## config.mk

```make
export PLATFORM = sky130hd
export DESIGN_NAME = clk_enable_ctrl
export DESIGN_NICKNAME = d
export VERILOG_FILES = /design/src/rtl/clk_enable_ctrl_pkg.sv /design/src/rtl/btn_debounce.sv /design/src/rtl/clk_enable_ctrl.sv
export SDC_FILE = /design/constraint.sdc
export NUM_CORES = 1
export LEC_CHECK = 0
export ABC_CLOCK_PERIOD_IN_PS = 2600
export BUFFER_PORTS_ARGS = -buffer_cell sky130_fd_sc_hd__buf_4
export CORE_ASPECT_RATIO = 1.2
export CORE_MARGIN = 2
export CORE_UTILIZATION = 56
export CTS_CLUSTER_SIZE = 28
export DETAILED_ROUTE_END_ITERATION = 10
export PLACE_DENSITY = 0.8
export SETUP_SLACK_MARGIN = 0.05
export SLEW_MARGIN = 30
export SYNTH_ARGS = -nofsm -noshare
export SYNTH_HDL_FRONTEND = slang
export SYNTH_SLANG_ARGS = --single-unit
```

## constraint.sdc

```tcl
create_clock -name clk_in -period 2.6 [get_ports clk_in]
set_clock_uncertainty 0.2 [all_clocks]
set_input_delay 0.13 -clock clk_in [delete_from_list [all_inputs] [get_ports clk_in]]
set_output_delay 0.13 -clock clk_in [all_outputs]
set_load 0.05 [all_outputs]
```

## src/rtl/clk_enable_ctrl_pkg.sv

```systemverilog
// Shared state encoding and widths for the board clock-enable controller.
package clk_enable_ctrl_pkg;
  localparam int MODE_W      = 2;
  localparam int CYCLE_CNT_W = 32;

  typedef enum logic [MODE_W-1:0] {
    HALT  = 2'd0,
    STEP  = 2'd1,
    RUN   = 2'd2,
    BURST = 2'd3
  } ctrl_state_t;
endpackage

```

## src/rtl/btn_debounce.sv

```systemverilog
// Button synchroniser and debouncer.
// The output is a stable level plus a one-cycle pulse on each accepted rising level.
module btn_debounce #(
  parameter int SYNC_STAGES     = 2,
  parameter int DEBOUNCE_CYCLES = 1000000
) (
  input  logic clk_in,
  input  logic rst_n,
  input  logic btn_async,
  output logic level,
  output logic press
);
  localparam int CNT_W = $clog2(DEBOUNCE_CYCLES + 1);
  localparam logic [CNT_W-1:0] CNT_LAST = CNT_W'(DEBOUNCE_CYCLES - 1);

  logic [SYNC_STAGES-1:0] sync_q;
  logic [CNT_W-1:0]       cnt;
  logic                   btn_s;

  assign btn_s = sync_q[SYNC_STAGES-1];

  // cnt counts consecutive synchronised samples that disagree with the accepted level
  always_ff @(posedge clk_in) begin
    if (!rst_n) begin
      sync_q <= '0;
      cnt    <= '0;
      level  <= 1'b0;
      press  <= 1'b0;
    end else begin
      sync_q <= {sync_q[SYNC_STAGES-2:0], btn_async};
      press  <= 1'b0;
      if (btn_s == level) begin
        cnt <= '0;
      end else if (cnt == CNT_LAST) begin
        cnt   <= '0;
        level <= btn_s;
        press <= btn_s;
      end else begin
        cnt <= cnt + 1'b1;
      end
    end
  end
endmodule

```

## src/rtl/clk_enable_ctrl.sv

```systemverilog
// Clock-gate enable controller: halt / single-step / free-run / burst from board buttons.
// Burst mode (btn_burst, burst_len) is built only when CLK_ENABLE_CTRL_BURST_EN is defined.
module clk_enable_ctrl
  import clk_enable_ctrl_pkg::*;
#(
  parameter int DEBOUNCE_CYCLES = 1000000,
  parameter int SYNC_STAGES     = 2,
  parameter int BURST_W         = 16
) (
  input  logic                   clk_in,
  input  logic                   rst_n,
  input  logic                   btn_step,
  input  logic                   btn_run,
  input  logic                   btn_burst,
  input  logic [BURST_W-1:0]     burst_len,
  input  logic                   halt_req,
  output logic                   clk_enable,
  output logic [MODE_W-1:0]      mode,
  output logic [CYCLE_CNT_W-1:0] gated_cycles
);
  ctrl_state_t state, next_state;
  logic        en_q;
  logic        step_press, run_press, burst_press;
  logic        unused_step_level, unused_run_level;

  btn_debounce #(.SYNC_STAGES(SYNC_STAGES), .DEBOUNCE_CYCLES(DEBOUNCE_CYCLES)) u_step_db (
    .clk_in(clk_in), .rst_n(rst_n), .btn_async(btn_step),
    .level(unused_step_level), .press(step_press)
  );

  btn_debounce #(.SYNC_STAGES(SYNC_STAGES), .DEBOUNCE_CYCLES(DEBOUNCE_CYCLES)) u_run_db (
    .clk_in(clk_in), .rst_n(rst_n), .btn_async(btn_run),
    .level(unused_run_level), .press(run_press)
  );

`ifdef CLK_ENABLE_CTRL_BURST_EN
  logic               unused_burst_level;
  logic [BURST_W-1:0] burst_cnt;

  btn_debounce #(.SYNC_STAGES(SYNC_STAGES), .DEBOUNCE_CYCLES(DEBOUNCE_CYCLES)) u_burst_db (
    .clk_in(clk_in), .rst_n(rst_n), .btn_async(btn_burst),
    .level(unused_burst_level), .press(burst_press)
  );
`else
  logic unused_burst_in;

  assign unused_burst_in = ^{btn_burst, burst_len};
  assign burst_press     = 1'b0;
`endif

  always_comb begin
    next_state = state;
    unique case (state)
      HALT: begin
        if (run_press && !halt_req)
          next_state = RUN;
`ifdef CLK_ENABLE_CTRL_BURST_EN
        else if (burst_press && !halt_req && (burst_len != '0))
          next_state = BURST;
`endif
        else if (step_press)
          next_state = STEP;
      end
      STEP: next_state = HALT;
      RUN:  if (run_press || halt_req) next_state = HALT;
      BURST: begin
`ifdef CLK_ENABLE_CTRL_BURST_EN
        if (run_press || halt_req || (burst_cnt == BURST_W'(1)))
          next_state = HALT;
`else
        next_state = HALT;
`endif
      end
      default: next_state = HALT;
    endcase
  end

  always_ff @(posedge clk_in) begin
    if (!rst_n) begin
      state <= HALT;
      en_q  <= 1'b0;
`ifdef CLK_ENABLE_CTRL_BURST_EN
      burst_cnt <= '0;
`endif
    end else begin
      state <= next_state;
      en_q  <= (next_state != HALT);
`ifdef CLK_ENABLE_CTRL_BURST_EN
      if (state == HALT && next_state == BURST)
        burst_cnt <= burst_len;
      else if (state == BURST)
        burst_cnt <= burst_cnt - 1'b1;
`endif
    end
  end

  // Retiming on the falling edge keeps clk_enable stable through every high phase.
  always_ff @(negedge clk_in) begin
    if (!rst_n)
      clk_enable <= 1'b0;
    else
      clk_enable <= en_q;
  end

  always_ff @(posedge clk_in) begin
    if (!rst_n)
      gated_cycles <= '0;
    else if (clk_enable)
      gated_cycles <= gated_cycles + 1'b1;
  end

  assign mode = state;
endmodule

```

-- Word-level counts from Yosys, hierarchy flattened
Index checks and enable logic that the tools add are counted.
W data, S select, Z words.
- add/sub/neg operators: 3
- equality and inequality tests: 7
- multiplexer cells: 4
- bitwise operators: 5
- reduce and logical (&&, ||, !) cells: 12
- operators by type and width (kind ; count):
    $add A20 B1 Y20 const B ; 2
    $eq A20 B20 Y1 const B ; 2
    $add A32 B1 Y32 const B ; 1
    $reduce_or A3 Y1 ; 4
    $mux W2 ; 3
    $pmux W2 S3 ; 1
    $not A1 Y1 ; 5
    $eq A2 B2 Y1 const B ; 2
    $reduce_and A2 Y1 ; 2
    $eq A1 B1 Y1 ; 2
    $eq A2 B1 Y1 const B ; 1
    $logic_not A2 Y1 ; 1
    $reduce_bool A2 Y1 ; 1
    $reduce_or A2 Y1 ; 1
    $logic_and A1 B1 Y1 ; 1
    $logic_not A1 Y1 ; 1
    $logic_or A1 B1 Y1 ; 1
- register bits after elaboration: 84
- input port bits: 22
- output and inout port bits: 35
- logic and storage cells: 43

-- Depth between registers and ports, before layout
- depth after elaboration: 5
- depth in mapped cells: 7
- mapped depth without buffers: 5

-- Cells and area by module
From an unflattened synthesis, not the netlist that was laid out.
- cells, all modules: 420
- area total of the unflattened synthesis: 3754.9 um^2
- modules (own cells, without submodules) (module ; times used ; cells an instance ; area each (um^2) ; sequential area each (um^2)):
    btn_debounce ; 2 ; 118 ; 1078.5 ; 480.5
    clk_enable_ctrl ; 1 ; 184 ; 1597.8 ; 720.7

==> impl_metrics.json <==
{
  "intPower_mw": 2.035,
  "grt_pass1_wl_um": 14310,
  "gr-total-overflow": 0,
  "start_util": 0.5786,
  "synth_edf_count": 0,
  "yosysWarningCount": 0,
  "die_y_um": 93.40,
  "syn_to_final_growth_pct": 29.25,
  "synth.area.top_cells": "dfxtp_1 45%, or4_1 5.0%, xnor2_1 4.7%, xor2_1 4.7%, nor2_1 4.2%",
  "grt_setup_unrepaired": "yes",
  "path_cells": "nand4_1 > buf_4 > or4_1 > a21oi_1",
  "power_density_nw_per_um2": 522.1,
  "row_count": 32,
  "comb_power_share": 0.015,
  "coreArea_um2": 6446,
  "path_class": "flop to flop",
  "cp_max_fo": 5,
  "wire_per_inst_um": 14.71,
  "cts.sinks": 84,
  "die_width_um": 78.50,
  "routed_via_density": 5.877,
  "rr_worst_depth": 4,
  "place_hpwl_um": 5498,
  "critPathRequiredTime_ns": 2.69,
  "crit_path_end_kind": "flop",
  "crit_start": "clk_enable$_SDFF_NN0_",
  "use_met2": 0.4231,
  "cp-start-kind": "flop",
  "cellLeakagePower_nw": 1.740,
  "power_frac_clock": 0.473,
  "clk_latency_ns": 0.39,
  "nets": 514,
  "hold_start": "u_run_db.sync_q[0]$_SDFF_PN0_",
  "synth_commonest_cells": "84 x dfxtp_1, 42 x nor2_1, 31 x a21oi_1",
  "holdPathStages": 1,
  "use_met3": 0.04054,
  "grt_pass1_vias": 3258,
  "violations": "setup timing",
  "status": "complete, but fails checks",
  "yosysTopAreaCell": "dfxtp_1",
  "p_sw_frac": 0.1916,
  "max_slew.worst_pin.slew_ns": 0.4263,
  "pre_cts_slack_ns": -0.2559,
  "grt_antenna_before_repair": 0,
  "hp-class": "flop to flop",
  "clockBufferDepth": 2,
  "use_met1": 0.2792,
  "drtPass1Iterations": 4,
  "drc": 0,
  "reg2reg_slack_ns": -0.30,
  "antenna_cells": 0,
  "track_usage": 0.2423,
  "io_buffers": 39,
  "drv_slew": 0,
  "die-area_um2": 7332,
  "timing.rr.end": "gated_cycles[25]$_SDFFE_PN0P_",
  "grt_max_degree": 27,
  "setup_viol": 33,
  "max_stage_delay_ns": 0.43,
  "p_sw_uw": 482.2,
  "setup_ws_ns": -0.3004,
  "hold_slack_ns": 0.2475,
  "slew_headroom": 0.7132,
  "cp_slowest_cell": "or4_1",
  "post_synth_instance_area_um2": 3730,
  "synth_seq_cells": 84,
  "final_hold_viol_count": 0,
  "r2r_start": "clk_enable$_SDFF_NN0_",
  "ys_types": 36,
  "async_flop_share": 0,
  "antenna_left": 0,
  "grt.busiest_layer": "met2",
  "htreeDepth": 3,
  "synthFlopType": "dfxtp_1",
  "synthCells": 420,
  "syn_nets": 445,
  "yosysSeqAreaShare": 0.4509,
  "holdPathEnd": "u_run_db.sync_q[1]$_SDFF_PN0_",
  "routabilityCongestion": 0.8377,
  "drtIter0Drc": 133,
  "ios": 57,
  "cts_tree": "built",
  "drv_cap": 0,
  "syn_avg_cell_area_um2": 8.881,
  "finalSetupTns_ns": -5.338,
  "ir_drop_mv": 0.4942,
  "cts_buffers": 9,
  "vias": 3397,
  "critPathArrivalTime_ns": 2.99,
  "wl_um": 8504,
  "yosysTopAreaCellShare": 0.4509,
  "synth_most_common_cell": "dfxtp_1",
  "drive_gt1_frac": 0.2292,
  "seqPwrFrac": 0.513,
  "cts.clk_slew.worst_paths_ns": 0.08,
  "cts.root.buffer_cell": "clkbuf_8"
}
-- repair_timing --
item	in CTS	in global routing
buffers inserted	8	4
pin swaps	32	7
hold endpoints to repair	9	0
setup endpoints to repair	30	33
hold buffers	7	0
gates resized for setup	22	10
-- area by class of cell --
cell class / instances / area, um^2
Fill cell: 439 / 1625
Sequential cell: 84 / 1685
Inverter: 12 / 45.04
Multi-Input combinational cell: 305 / 2082
Clock inverter: 6 / 128.9
Tap cell: 85 / 106.4
Timing Repair Buffer: 76 / 645.6
Clock buffer: 10 / 127.6
-- metal layers --
layer / wire length (um) / vias up
met1: 3596 / 1621
met4: 205 / 0
li1: - / 1666
met5: 0 / -
met2: 4342 / 92
met3: 360 / 18
-- cell families after synthesis --
family	after synthesis	share of synthesized area
AOI/OAI and AO/OA	64	0.1027
xor gates and xnor gates	40	0.09393
adders and majority gates	3	0.01006
buffers and inverters	31	0.03589
DFF	84	0.4509
muxes	2	0.005368
and+or+nand+nor	196	0.3012
-- power groups by stage --
stage | Sequential, mW | Clock (mW) | Combinational (mW)
2_1_floorplan | 1.32 | 0.00478 | 0.0177
3_3_place_gp | 1.32 | 0.00478 | 0.0288
6_report | 1.29 | 1.19 | 0.0369
4_1_cts | 1.29 | 1.19 | 0.0368
5_1_grt | 1.29 | 1.27 | 0.0405
3_5_place_dp | 1.32 | 0.00478 | 0.0294
-- worst max-delay path, delay by kind of cell, from the launching register on --
kind / cells / cell delay [ns]
compound gates: 1 / 0.14
buf+inv: 1 / 0.21
flops: 1 / 0.35
simple gates: 2 / 0.59
-- cell usage in the layout (no fill, tap or decap), drive strengths merged, types with 3 or more instances in the layout --
master       instances
nor2                42
or3                 10
inv                 12
nand3               26
dlygate4sd3          7
o31ai               19
and3                 5
xor2                20
o21ai               10
nand4               17
or4                 26
xnor2               20
dfxtp               84
nand2               23
bufinv               4
nand2b               4
a21oi               31
clkbuf              10
nor3                 8
and4                 8
nor4                10
ha                   3
buf                 69
and2                 7
-- worst max-delay path by stage --
stage | endpoint | slack (ns) | depth (start not counted)
after global placement | gated_cycles[12]$_SDFFE_PN0P_ | -0.22 | 5
final | gated_cycles[25]$_SDFFE_PN0P_ | -0.30 | 4
after floorplan | gated_cycles[27]$_SDFFE_PN0P_ | -0.50 | 6
after CTS | gated_cycles[25]$_SDFFE_PN0P_ | -0.23 | 4
after global routing | gated_cycles[25]$_SDFFE_PN0P_ | -0.34 | 4
after detailed placement | gated_cycles[12]$_SDFFE_PN0P_ | -0.26 | 5
-- per-stage QoR --
stage	utilization	cell area (um^2)	instances	power, mW
after global routing	0.7479	4821	578	2.601
after detailed placement	0.6689	4312	547	1.355
after global placement	0.6689	4312	547	1.354
final	0.7479	4821	578	2.517
after CTS	0.7422	4785	577	2.521
after floorplan	-	3860	420	1.342
-- sequential cells by signal, summed over array words and instances, names as in the netlist, 2 cells and up --
name and count:
gated_cycles 32, u_run_db.cnt 20, u_step_db.cnt 20, mode 2, u_run_db.sync_q 2, u_step_db.sync_q 2
Power figures use the tool's default switching activity.
